**src/rtl/student_tlul_arb_pkg.sv**
```systemverilog
// student_tlul_arb_pkg: arbiter FSM states and grant index width helper.
package student_tlul_arb_pkg;
   typedef enum logic [1:0] {IDLE, ADDR, DATA} arb_state_e;
   function automatic int grant_w(input int n);
      return (n > 1) ? $clog2(n) : 1;
   endfunction
endpackage

```
**src/rtl/tlul_pkg.sv**
```systemverilog
// tlul_pkg: minimal TL-UL channel structs shared by hosts, devices and interconnect.
package tlul_pkg;
   typedef enum logic [2:0] {PutFullData = 3'h0, PutPartialData = 3'h1, Get = 3'h4} tl_a_op_e;
   typedef enum logic [2:0] {AccessAck = 3'h0, AccessAckData = 3'h1} tl_d_op_e;
   typedef struct packed {
      logic        a_valid;
      tl_a_op_e    a_opcode;
      logic [2:0]  a_param;
      logic [1:0]  a_size;
      logic [7:0]  a_source;
      logic [31:0] a_address;
      logic [3:0]  a_mask;
      logic [31:0] a_data;
      logic        d_ready;
   } tl_h2d_t;
   typedef struct packed {
      logic        d_valid;
      tl_d_op_e    d_opcode;
      logic [2:0]  d_param;
      logic [1:0]  d_size;
      logic [7:0]  d_source;
      logic        d_sink;
      logic [31:0] d_data;
      logic        d_error;
      logic        a_ready;
   } tl_d2h_t;
endpackage

```
**src/rtl/student_rr_arbiter.sv**
```systemverilog
// student_rr_arbiter: picks the first requester at or after ptr; with STUDENT_TLUL_ARB_RR_EN
// undefined ptr stays 0 and this is a lowest-index priority encoder.
module student_rr_arbiter
   import student_tlul_arb_pkg::*;
#(
   parameter int NUM = 2
) (
   input  logic                     clk_i,
   input  logic                     rst_ni,
   input  logic [NUM-1:0]           req,
   input  logic                     take,
   output logic [grant_w(NUM)-1:0]  winner,
   output logic                     any
);
   localparam int GW = grant_w(NUM);
   logic [GW-1:0]    ptr;
   logic [2*NUM-1:0] rot;
   assign rot = {req, req} >> ptr;
   assign any = |req;
   // scan downwards so the smallest offset from ptr is the last (winning) assignment
   always_comb begin
      winner = '0;
      for (int i = NUM - 1; i >= 0; i--)
         if (rot[i]) winner = GW'((int'(ptr) + i >= NUM) ? int'(ptr) + i - NUM : int'(ptr) + i);
   end
`ifdef STUDENT_TLUL_ARB_RR_EN
   always_ff @(posedge clk_i or negedge rst_ni)
      if (!rst_ni) ptr <= '0;
      else if (take) ptr <= (int'(winner) == NUM - 1) ? '0 : winner + 1'b1;
`else
   logic unused;
   assign ptr = '0;
   assign unused = clk_i ^ rst_ni ^ take;
`endif
endmodule

```
**src/rtl/student_tlul_arb.sv**
```systemverilog
// student_tlul_arb: N:1 TL-UL arbiter, one outstanding transaction, grant held until D accepted.
// Round-robin when STUDENT_TLUL_ARB_RR_EN is defined, fixed lowest-index priority otherwise.
module student_tlul_arb
   import tlul_pkg::*;
   import student_tlul_arb_pkg::*;
#(
   parameter int NUM = 2
) (
   input  logic    clk_i,
   input  logic    rst_ni,
   input  tl_h2d_t tl_host_i [NUM],
   output tl_d2h_t tl_host_o [NUM],
   output tl_h2d_t tl_device_o,
   input  tl_d2h_t tl_device_i
);
   localparam int GW = grant_w(NUM);
   arb_state_e     state;
   logic [GW-1:0]  grant, winner;
   logic [NUM-1:0] req;
   logic           any, a_hs, d_hs;
   tl_h2d_t        sel;
   always_comb begin
      for (int k = 0; k < NUM; k++) req[k] = tl_host_i[k].a_valid;
   end
   student_rr_arbiter #(.NUM(NUM)) u_arb (
      .clk_i (clk_i),
      .rst_ni(rst_ni),
      .req   (req),
      .take  (state == IDLE && any),
      .winner(winner),
      .any   (any)
   );
   assign sel  = tl_host_i[grant];
   assign a_hs = tl_device_o.a_valid & tl_device_i.a_ready;
   assign d_hs = tl_device_o.d_ready & tl_device_i.d_valid;
   always_ff @(posedge clk_i or negedge rst_ni)
      if (!rst_ni) begin
         state <= IDLE;
         grant <= '0;
      end else begin
         case (state)
            IDLE: if (any) begin
               state <= ADDR;
               grant <= winner;
            end
            ADDR: state <= d_hs ? IDLE : (a_hs ? DATA : ADDR);
            default: state <= d_hs ? IDLE : DATA;
         endcase
      end
   // D fields also pass in ADDR so a same-cycle response is not lost to the host
   always_comb begin
      tl_device_o = sel;
      tl_device_o.a_valid = (state == ADDR) & sel.a_valid;
      tl_device_o.d_ready = (state != IDLE) & sel.d_ready;
      for (int k = 0; k < NUM; k++) tl_host_o[k] = '0;
      if (state != IDLE) begin
         tl_host_o[grant] = tl_device_i;
         tl_host_o[grant].a_ready = (state == ADDR) & tl_device_i.a_ready;
      end
   end
endmodule

```
**config.mk**
```make
export PLATFORM = sky130hd
export DESIGN_NAME = student_tlul_arb
export DESIGN_NICKNAME = d
export VERILOG_FILES = /design/src/rtl/student_tlul_arb_pkg.sv /design/src/rtl/tlul_pkg.sv /design/src/rtl/student_rr_arbiter.sv /design/src/rtl/student_tlul_arb.sv
export SDC_FILE = /design/constraint.sdc
export NUM_CORES = 1
export LEC_CHECK = 0
export ABC_CLOCK_PERIOD_IN_PS = 1200
export CORE_AREA = 2 2 159 161
export DETAILED_ROUTE_END_ITERATION = 16
export DIE_AREA = 0 0 161 163
export PLACE_DENSITY = 0.52
export REMOVE_ABC_BUFFERS = 1
export SYNTH_ARGS = -nofsm -noshare
export SYNTH_HDL_FRONTEND = slang
export SYNTH_SLANG_ARGS = --single-unit
```
**constraint.sdc**
```tcl
create_clock -name clk_i -period 1.2 [get_ports clk_i]
set_input_delay 0.24 -clock clk_i [delete_from_list [all_inputs] [get_ports clk_i]]
set_output_delay 0.24 -clock clk_i [all_outputs]
set_load 0.005 [all_outputs]
```
==> results.cfg <==
[status]
outcome = finished, violations left
violations = negative setup slack

[critical_path]
startpoint = grant
r2r_start = grant
cp-start-kind = flip-flop
cp_max_fo = 6
cp_data_arrival_time_ps = 1770
endpoint_kind = output pin
crit_type = reg2out
worstPathRequired_ps = 960

[drt]
first_pass_iters = 4
post_drt_via_cell_ratio = 3.422
wire_per_inst_um = 17.70
drt-initial-drc-count = 73
vias = 3607
wl_mm = 18.66
detail-route-antenna-nets = 0
drc = 0

[grt]
antenna_found_initial = 4
grt_usage_pct = 11.49
grt_pass1_vias = 3284
grt_pass1_wl_mm = 22.45
overflow = 0
grt_max_degree = 52

[logic_synthesis]
synth_cells = 229
ys_ff_latch = 3
synthTopCellsByArea = mux2_2, and2_1, dfrtp_1
synth_top_area_cell = mux2_2
ys_types = 18
synth_area_um2 = 1918
yosysWarnings = 0
synth_seq_area_share_pct = 3.914
yosysTopAreaCellShare_pct = 49.32
avgSynthCellArea_um2 = 8.376

[timing]
hold_viol_final = 0
fin_skew_ps = 2.349
holdWs_ps = 233.5
timing.fmax_mhz = 496.6
tns_ps = -118060
layout_setup_ws_ps = -813.5
finalSetupViolCount = 192
slew_headroom_pct = 85.56
tightest_slew_ps = 215.9
min_period_ps = 2014
period_share_pct = 167.8
rsz0062_at_grt = true
maxSlewViolCount = 0

[final_layout]
fin_cells = 1054
nNetsFinal = 950
drive_gt1_share_pct = 65.01
syn2layout_area_growth_pct = 311.2

[pwr]
power_density_nw_per_um2 = 2053
ir_worst_vdd_uv = 651.7
p_leak_nw = 3.580

[placement]
numPortBuffers = 415
place_congestion = 0.7482
hpwl_mm = 13.42
pre_cts_ws_ps = -713.0
dpl.cell_count = 976

[floorplan]
die-height_um = 163
fp.coreArea_um2 = 24670
ios = 416
initial_utilization_pct = 7.774
die_w_um = 161
rows = 58
die-area_um2 = 26240

[cts]
h-tree-depth = 1
clock-sinks = 3
clock_tree.root_cell = clkbuf_16
cts_buffers = 3
clk_path_buf_depth = 2
clock_latency_ps = 220
path_clk_slew_ps = 30
cts_tree = built

[worst_hold_path]
min_path_type = in2async

[flow_run]
drv_cap = 0
-- Yosys cell counts --
cell and count:
and2_1 102, mux2_2 84, clkbuf_2 9, buf_2 6, buf_6 4, a21oi_1 3, dfrtp_1 3, nand2_1 3
nor2_1 3, mux2i_1 2, nor2_4 2, nor2b_1 2, and3_1 1, clkbuf_1 1, nor2b_2 1, nor3_1 1
nor3b_2 1, o21ba_2 1
-- worst max-delay path: stages, from the launching register on --
cell,delay [ps]
dfrtp_4,480
buf_12,150
buf_12,130
buf_8,120
buf_12,120
buf_16,120
mux2_4,310
buf_6,120
-- per-stage QoR --
step | utilization (%) | cell area [um2] | power [mW]
3_3_place_gp | 26.77 | 6605 | 10.01
4_1_cts | 28.29 | 6979 | 12.24
6_report | 31.96 | 7886 | 16.19
3_5_place_dp | 26.77 | 6605 | 9.965
2_1_floorplan | - | 1794 | 2.697
5_1_grt | 31.96 | 7886 | 17.11
-- state kept, by name, summed over array words and instances (netlist names) --
signal / cells
grant: 1
state: 2
-- layout make-up --
class / instances / area (um2)
diodes: 1 / 2.502
clock buffers: 4 / 78.83
fillers: 2580 / 16790
multi-input cells: 206 / 2024
flip-flops and latches: 3 / 78.83
well taps: 330 / 412.9
repair buffers: 510 / 5289
-- cells in the final DEF, fill, tap and decap left out, types with 2 or more instances in the layout --
cell type        instances
a21oi_1                  2
nor2b_4                  2
clkdlybuf4s50_1        225
mux2_2                  78
clkbuf_16                9
mux2_4                   6
buf_16                   8
nand2_1                  2
dfrtp_1                  2
nor2_4                   4
buf_8                   14
buf_12                  12
buf_4                   31
and2_4                  90
buf_2                   30
dlymetal6s2s_1           7
buf_6                  133
and2_1                  12
clkbuf_2                43
-- layer usage --
| metal | share of wire [%] | track usage [%] |
|---|---|---|
| met2 | 49 | 19.25 |
| met5 | 0.20 | 0 |
| met1 | 44 | 15.05 |
| met3 | 6.2 | 3.310 |
| met4 | 1.0 | 1.380 |
-- cells by family (layout without fill, tap and decap cells) --
| family | Yosys count | after routing | share of synthesized area, % |
|---|---|---|---|
| compound gates | 4 | 4 | 1.304 |
| flops | 3 | 3 | 3.914 |
| simple gates | 116 | 116 | 37.96 |
| buf+inv | 20 | 514 | 6.457 |
| other cells | 0 | 1 | 0 |
| mux | 86 | 86 | 50.36 |
-- repair_timing --
item,4_1_cts,5_1_grt
buffers inserted,17,46
pin swaps,4,69
gates resized for setup,352,515
hold buffers,0,0
cloned,9,8
setup endpoints to repair,192,192
endpoints found under the hold margin,0,0
-- power breakdown --
group          switching [mW]  internal, mW  leakage [nW]
clock                  0.0939         0.439        0.0382
combinational            5.12          10.3          3.51
sequential             0.0598         0.165        0.0353
total                    5.28          10.9          3.58
-- worst paths after layout --
kind / end / slack, ps / depth (start not counted)
worst max-delay path: tl_device_o[73] / -810 / 7
worst min-delay path: state[1] / 230 / 1
worst max register to register: state[0] / -430 / 9
worst min register to register: state[0] / 790 / 3
max in group asynchronous: grant / 760 / 1
min in group clk_i: state[1] / 740 / 3
(Power assumes the default switching activity.)
